`src/rtl/elastic_pipe.sv`:
```
// Multi-stage valid/ready pipeline register with bubble collapsing, synchronous
// flush and an optional one-entry input skid buffer.
module elastic_pipe #(
  parameter int            _W      = 32,
  parameter int            DEPTH   = 2,
  parameter int            SKID    = 0,
  parameter logic [_W-1:0] RST_VAL = '0
) (
  input  logic                            clk,
  input  logic                            rst_n,
  input  logic                            flush,
  input  logic                            in_valid,
  output logic                            in_ready,
  input  logic [_W-1:0]                   in_data,
  output logic                            out_valid,
  input  logic                            out_ready,
  output logic [_W-1:0]                   out_data,
  output logic [$clog2(DEPTH+SKID+1)-1:0] count
);
  localparam int CW = $clog2(DEPTH + SKID + 1);

  logic [DEPTH-1:0] stage_v;
  logic [_W-1:0]    stage_d [DEPTH];
  logic [DEPTH-1:0] adv;
  logic [DEPTH-1:0] up_v;
  logic [_W-1:0]    up_d [DEPTH];
  logic             skid_v;
  logic             src_v;
  logic [_W-1:0]    src_d;
  logic             accept;

  // A stage may load when it or any stage downstream is empty, or the output
  // drains; an empty slot anywhere below lets everything above it slide down.
  always_comb begin
    logic room;
    adv  = '0;
    room = out_ready;
    for (int i = DEPTH - 1; i >= 0; i--) begin
      room   = room | ~stage_v[i];
      adv[i] = room;
    end
  end

  always_comb begin
    up_v    = '0;
    up_v[0] = src_v;
    up_d[0] = src_d;
    for (int i = 1; i < DEPTH; i++) begin
      up_v[i] = stage_v[i-1];
      up_d[i] = stage_d[i-1];
    end
  end

  assign accept = in_valid & in_ready;

  always_ff @(posedge clk or negedge rst_n) begin
    if (!rst_n) begin
      stage_v <= '0;
      for (int i = 0; i < DEPTH; i++) stage_d[i] <= RST_VAL;
    end else if (flush) begin
      stage_v <= '0;
    end else begin
      for (int i = 0; i < DEPTH; i++) begin
        if (adv[i]) begin
          stage_v[i] <= up_v[i];
          if (up_v[i]) stage_d[i] <= up_d[i];
        end
      end
    end
  end

  if (SKID != 0) begin : g_skid
    logic [_W-1:0] skid_d;
    logic          rdy_q;

    // The skid entry catches a beat that stage 0 cannot take, and always
    // feeds stage 0 ahead of new input so ordering holds.
    always_ff @(posedge clk or negedge rst_n) begin
      if (!rst_n) begin
        skid_v <= 1'b0;
        skid_d <= RST_VAL;
        rdy_q  <= 1'b0;
      end else if (flush) begin
        skid_v <= 1'b0;
        rdy_q  <= 1'b1;
      end else begin
        skid_v <= (skid_v | accept) & ~adv[0];
        rdy_q  <= ~((skid_v | accept) & ~adv[0]);
        if (accept & ~adv[0]) skid_d <= in_data;
      end
    end

    assign in_ready = rdy_q & ~flush;
    assign src_v    = skid_v | accept;
    assign src_d    = skid_v ? skid_d : in_data;
  end else begin : g_noskid
    assign skid_v   = 1'b0;
    assign in_ready = adv[0] & ~flush;
    assign src_v    = accept;
    assign src_d    = in_data;
  end

  always_comb begin
    logic [CW-1:0] sum;
    sum = CW'(skid_v);
    for (int i = 0; i < DEPTH; i++) sum = sum + CW'(stage_v[i]);
    count = flush ? '0 : sum;
  end

  assign out_valid = stage_v[DEPTH-1] & ~flush;
  assign out_data  = stage_d[DEPTH-1];

endmodule
```
`config.mk`:
```
export PLATFORM = sky130hd
export DESIGN_NAME = elastic_pipe
export DESIGN_NICKNAME = d
export VERILOG_FILES = /design/src/rtl/elastic_pipe.sv
export SDC_FILE = /design/constraint.sdc
export NUM_CORES = 1
export LEC_CHECK = 0
export BUFFER_PORTS_ARGS = -buffer_cell sky130_fd_sc_hd__buf_2
export CAP_MARGIN = 20
export CELL_PAD_IN_SITES_DETAIL_PLACEMENT = 1
export CELL_PAD_IN_SITES_GLOBAL_PLACEMENT = 1
export CORE_UTILIZATION = 40
export CTS_BUF_LIST = sky130_fd_sc_hd__clkbuf_4
export CTS_CLUSTER_SIZE = 12
export DETAILED_ROUTE_END_ITERATION = 10
export MAX_ROUTING_LAYER = met4
export PLACE_DENSITY_LB_ADDON = 0.1
export SYNTH_ARGS = -nofsm -noshare
export SYNTH_HDL_FRONTEND = slang
export SYNTH_SLANG_ARGS = --single-unit
export TNS_END_PERCENT = 50
```
`constraint.sdc`:
```
create_clock -name clk -period 3.34 [get_ports clk]
set_input_delay 0.668 -clock clk [delete_from_list [all_inputs] [get_ports clk]]
set_output_delay 0.668 -clock clk [all_outputs]
set_load 0.03 [all_outputs]
```
### Word-level counts from Yosys, hierarchy flattened

Index checks and enable logic that the tools add are counted.

* bits in registers: 66
* output and inout bits: 36
* logic and storage cells: 21

* add/subtract/negate cells: 1
* muxes and demuxes: 4
* bitwise operators: 8
* reductions and logical operators: 4

Operators with widths (number)
* $reduce_and 3->1: 2
* $mux 2: 2
* $reduce_bool 2->1: 2
* $and 1x1->1: 3
* $not 1->1: 3
* $add 1x1->2: 1
* $mux 1: 2
* $or 1x1->1: 2

### Longest topological paths before layout

Gate-level depths: netlist (run 1).

* word-level depth: 7
* mapped depth: 5
* gate-level depth less buffers: 3

### Least setup slack after synthesis (run 1)

OpenSTA, ideal clock, no wires.

* path kind: input -> output
* from: input port flush
* to: output port count[0]
* arrival: 1262 ps
* data required time: 2672 ps
* path slack: 1410 ps
* cell stages on the path: 2
* path buffers: 1
* cells stage by stage: clkbuf_2 > nor2b_1

* word-level cells in the longest chain between the ends: 1

RTL lines
* start, declared: RTL line 11 `input logic flush,`
* $mux 2: RTL line 107 `count = flush ? '0 : sum;`
* end, declared: RTL line 18 `output logic [$clog2(DEPTH+SKID+1)-1:0] count`

No other way between the ends.

### Final worst setup path (run 1)

* from: register stage_v[0]
* to: output port count[0]

* word-level cells in the longest chain between the ends: 2

RTL lines
* start, declared: RTL line 22 `logic [DEPTH-1:0] stage_v;`
* start signal, assigned by index: RTL line 65 `stage_v[i] <= up_v[i];`
* $add 1x1->2: RTL line 106 `for (int i = 0; i < DEPTH; i++) sum = sum + CW'(stage_v[i]);`
* $mux 2: RTL line 107

No other way between the ends.

==> results of run 1 <==
worst max path at each step:
stage / from / end / slack (ns) / depth (start not counted)
2_1_floorplan: flush / count[0] / 1.41 / 2
3_3_place_gp: out_ready / stage_d[59] / 0.86 / 4
3_5_place_dp: out_ready / stage_d[33] / 1.03 / 5
4_1_cts: stage_v[0] / count[0] / 1.19 / 3
5_1_grt: stage_v[0] / count[0] / 1.12 / 3
6_report: stage_v[0] / count[0] / 1.24 / 3
layout make-up:
| class | count | area [um2] |
|---|---|---|
| fillers | 752 | 3680 |
| clock inverters | 4 | 43.8 |
| repair buffers | 76 | 403 |
| flip-flops and latches | 66 | 1650 |
| multi-input cells | 77 | 927 |
| clock buffers | 11 | 82.6 |
| well taps | 96 | 120 |
cell usage after synthesis, drive strengths merged:
library cell / count
dfrtp: 66
mux2: 64
buf: 39
nor2: 5
nor2b: 3
and2b: 1
and3b: 1
clkbuf: 1
ha: 1
nor3b: 1
or3b: 1
where the power goes:
part / leakage, nW / switching (mW) / internal (mW)
registers: 0.783 / 0.0888 / 0.975
clock network: 0.0741 / 0.263 / 0.237
logic: 0.763 / 0.381 / 0.273
flip-flops by register name, summed over array words and instances (netlist names):
name	cells
stage_d	32
out_data	32
stage_v	2
cell usage in the layout, fill, tap and decap left out, drive strengths merged:
cell type,n
mux2,64
ha,1
or3b,1
clkinv,3
bufinv,1
clkbuf,11
dfrtp,66
nor3b,1
nor2,5
and2b,1
buf,76
and3b,1
nor2b,3
metrics by stage:
step | std cells | cell area (um2) | setup WS (ns) | hold WS [ns] | power [mW]
2_1_floorplan | 183 | 2900 | 1.41 | 0.372 | 1.71
3_3_place_gp | 314 | 3080 | 0.860 | 0.484 | 1.72
3_5_place_dp | 315 | 3100 | 1.03 | 0.490 | 1.75
4_1_cts | 330 | 3230 | 1.19 | 0.272 | 2.26
5_1_grt | 330 | 3230 | 1.12 | 0.309 | 2.35
6_report | 330 | 3230 | 1.24 | 0.288 | 2.22
kinds of logic after synthesis:
kind of cell             Yosys count
adder cells (fa/ha/maj)            1
buffers and inverters             40
multiplexers                      64
AND/OR/NAND/NOR                   12
flip-flops                        66
per-layer routing:
metal  global-route usage  vias up
li1                     -      678
met1                0.203      756
met5                    -        -
met3               0.0398        8
met2                0.235       46
met4               0.0849        0
==> impl_metrics.ini, run 1 <==
[power]
leakage_nw = 1.62
power.density_nw_per_um2 = 687
vdd_ir_drop_max_uv = 236

[detailed_routing]
detail_route.first_pass.iterations = 4
wirelength_mm = 5.02
wl_met3_um = 276
topRoutingLayerUsed = met4
avgRoutedWirePerCell_um = 15.2
wl_met2_mm = 2.42
via_per_inst = 4.51
drc_errors = 0
drt-initial-drc-count = 23
ant_nets = 0
wl_met1_mm = 2.22
via_count = 1488

[cts]
postCtsHoldBufs = 0
cts_tree = yes
htreeDepth = 3
clockBufferDepth = 2
cts_resized = 0
cts_buffers = 9
cts_setup_buffers = 0
clk_pin_slew_ns = 0.11
cts_root_buf = clkbuf_4
clk_latency_ns = 0.39
clkSinkCount = 66

[worst_setup_path]
critPathKind = flop to primary output
r2r_start = stage_v[0]
cp_slowest_stage_delay_ns = 0.42
rr_worst_depth = 4
crit_slowest_cell = dfrtp_1
cp_max_fo = 4
timing.rr.end = stage_d[49]
critical_path.top_delay_family = flip-flops
cp_data_required_time_ns = 2.67
crit_buf_inv = 1
cp.arrival_ns = 1.43
start_kind = flop
r2r_setup_slack_ns = 1.35
end_kind = primary output
crit_chain = ha_1 > nor2b_1 > buf_2

[yosys]
synth_fa_ha_area_frac = 0.00431
synth_area_leaders = dfrtp_1 57%, mux2_4 16%, mux2_2 13%
muxShareOfSynthArea = 0.287
yosysSeqAreaShare = 0.569
syn_avg_cell_area_um2 = 15.9
yosys.area.top_type_share = 0.569
synth_top_family_by_area = multiplexers
synth-compound-area-share = 0
ys_ff_latch = 66
synthSimpleGateAreaFrac = 0.0259
netlist_instances = 183
yosysWarnings = 0
yosys.area.top_type = dfrtp_1
synth_nets = 221
synth-xor-area-share = 0
synth_cell_type_count = 15
syn_area_um2 = 2900

[grt]
grt_pass1_wl_mm = 8.69
grt_pass1_vias = 1686
grt.total_usage = 0.160
overflow = 0
grt_max_degree = 39
antenna_found_initial = 0

[floorplan]
die_height_um = 87.2
num_rows = 30
die_x_um = 87.2
ioPinCount = 73
core-area_um2 = 6910
die_area_um2 = 7600
start_util = 0.420

[timing]
hold_viol_final = 0
worstMarginPinSlew_ns = 0.650
finClkSkew_ns = 0.00930
tns_ns = 0
max_freq_mhz = 476
period_share = 0.630
setup_viol = 0
relSlewSlack = 0.567
period_minus_slack_ns = 2.10
rsz0062_at_grt = no
slew_viol_final = 0

[layout]
drive_gt1_frac = 0.667
fin_util = 0.467
antenna_cells = 0
nets = 268
area_delta_synth_final_pct = 11.2

[job]
drv_cap = 0

[hold_path]
hold_class = input port to asynchronous set/reset pin

[placement]
place_congestion = 0.678
port-buffer-count = 72
hpwl_mm = 3.57

[outcome]
status = complete, no violations
No activity file was read; power rests on OpenSTA's default activity.
==> inputs of run 2 (changes only) <==
- ABC_AREA: default -> 1
- clock period: 3.34 -> 2.15 ns (I/O delays scaled with it)
==> run 2 against run 1 <==
  * Power is 41% higher
  * Core utilization is 1.1 points higher
  * Sequential share of layout area is 1.4 points lower
  * Final area is 2.9% higher
  * Critical path type unchanged
  * Critical endpoint unchanged
  * Highest routed layer unchanged
==> impl_metrics.ini, run 2 <==
[outcome]
status = complete, no violations

[placement]
placed_cell_area_um2 = 3170
port-buffer-count = 72
place_congestion = 0.718
hpwl_mm = 4.33
dp_cells = 452

[detailed_routing]
drc_errors = 0
ant_nets = 0
via_per_inst = 4.59
drt-initial-drc-count = 47
wirelength_mm = 6.29
detail_route.first_pass.iterations = 4
via_count = 2155
avgRoutedWirePerCell_um = 13.4

[cts]
clk_latency_ns = 0.40
cts_tree = yes
clkSinkCount = 66
htreeDepth = 3
cts_root_buf = clkbuf_4
cts_resized = 0
clk_pin_slew_ns = 0.12
clockBufferDepth = 2
cts_buffers = 9

[floorplan]
die_area_um2 = 7730
num_rows = 30
die_height_um = 87.9
start_util = 0.425
ioPinCount = 73
die_x_um = 87.9
core-area_um2 = 6940

[power]
vdd_ir_drop_max_uv = 373
power.density_nw_per_um2 = 944
leakage_nw = 1.84

[yosys]
netlist_instances = 327
ys.flop_type = dfrtp_1
synth_nets = 365
syn_avg_cell_area_um2 = 9.03
synth_edf_count = 0
synth_common_cells = 98 x nand2_1, 66 x dfrtp_1, 37 x inv_1
async_flop_share = 1.00
yosys.area.top_type_share = 0.559
syn_area_um2 = 2950
yosys.area.top_type = dfrtp_1
ys_ff_latch = 66
synth_area_leaders = dfrtp_1 56%, nand2_1 12%, buf_4 8.1%
synth_cell_type_count = 15
yosysSeqAreaShare = 0.559
yosysMostFrequentCell = nand2_1
yosysWarnings = 0

[timing]
rsz0062_at_grt = no
tns_ns = 0
setup_viol = 0
finClkSkew_ns = 0.0146
relSlewSlack = 0.703
hold_viol_final = 0
slew_viol_final = 0
period_share = 0.866
worstMarginPinSlew_ns = 0.445
period_minus_slack_ns = 1.86
max_freq_mhz = 537

[hold_path]
hold_path_startpoint = in_data[30]
min_to = stage_d[62]
hold_class = input port to flop
whs_path_depth = 3

[layout]
nets = 406
mostFrequentLayoutCell = nand2_1
antenna_cells = 0
area_delta_synth_final_pct = 12.5
final_cell_mix = 98 x nand2_1, 71 x buf_2, 66 x dfrtp_1
final_area_um2 = 3320
drive_gt1_frac = 0.268
fin_cells = 469

[worst_setup_path]
timing.rr.end = out_data[2]
cp_max_fo = 3
end_kind = primary output
cp_data_required_time_ns = 1.72
r2r_setup_slack_ns = 0.64
crit_path_start = stage_v[0]
r2r_start = stage_v[1]
critPathKind = flop to primary output
rr_worst_depth = 4
start_kind = flop
cp.arrival_ns = 1.43

[job]
drv_cap = 0

[grt]
grt_pass1_vias = 2191
grt_pass1_wl_mm = 10.6
grt.total_usage = 0.188
grt_max_degree = 37
antenna_found_initial = 0
overflow = 0
==> run 2: cell count changes after synthesis, sizes merged, moves of 5 or more <==
cell / before / now
nand2: 0 / 98
mux2: 64 / 0
inv: 0 / 38
o21ai: 0 / 34
nand4: 0 / 32
buf: 39 / 46
clkbuf: 1 / 6
==> run 2: worst max path at each step <==
| stage | end | slack, ns | depth (start not counted) |
|---|---|---|---|
| finish | count[0] | 0.29 | 4 |
| global route | count[0] | 0.16 | 4 |
| detailed placement | out_data[2] | 0.44 | 5 |
| floorplan | in_ready | 0.59 | 5 |
| CTS | count[0] | 0.25 | 4 |
| global placement | out_data[2] | 0.53 | 7 |
==> run 2: per-layer routing <==
layer	routed length, um	GRT usage
met1	3060	0.242
met2	2900	0.294
met3	214	0.0302
met4	113	0.0805
met5	0	-
==> run 2: metrics by stage <==
step	util	total power [mW]	hold slack (ns)	setup slack, ns
after floorplan	-	2.27	0.134	0.595
after global placement	0.457	2.33	0.397	0.526
after detailed placement	0.457	2.36	0.393	0.444
after CTS	0.478	3.19	0.253	0.252
after global routing	0.478	3.32	0.250	0.161
final	0.478	3.14	0.271	0.288
==> run 2: kinds of logic after synthesis <==
| group | after synthesis | synth area share |
|---|---|---|
| simple gates | 136 | 0.206 |
| buf+inv | 90 | 0.172 |
| flops | 66 | 0.559 |
| compound gates | 34 | 0.0576 |
| fa+ha+maj | 1 | 0.00424 |
==> run 2: critical path, cell delays in order (launching register included) <==
cell	delay, ns
dfrtp_1	0.43
ha_1	0.30
inv_1	0.05
nor2_1	0.07
buf_2	0.20
==> run 2: cell type report <==
class,instances,area [um2]
Fill cell,854,3620
Sequential cell,66,1650
Multi-Input combinational cell,171,792
Timing Repair Buffer,82,478
Inverter,38,143
Tap cell,96,120
Clock buffer,11,82.6
Clock inverter,5,55.1
==> run 2: power by group <==
group | switching [mW] | internal, mW
Sequential | 0.109 | 1.45
Clock | 0.440 | 0.378
Combinational | 0.525 | 0.237
==> run 2: repair_timing <==
action | 4_1_cts | 5_1_grt
hold endpoints to repair | 30 | 0
hold buffers | 1 | 0
buffers inserted | 0 | 0
endpoints found under the setup margin | 0 | 0
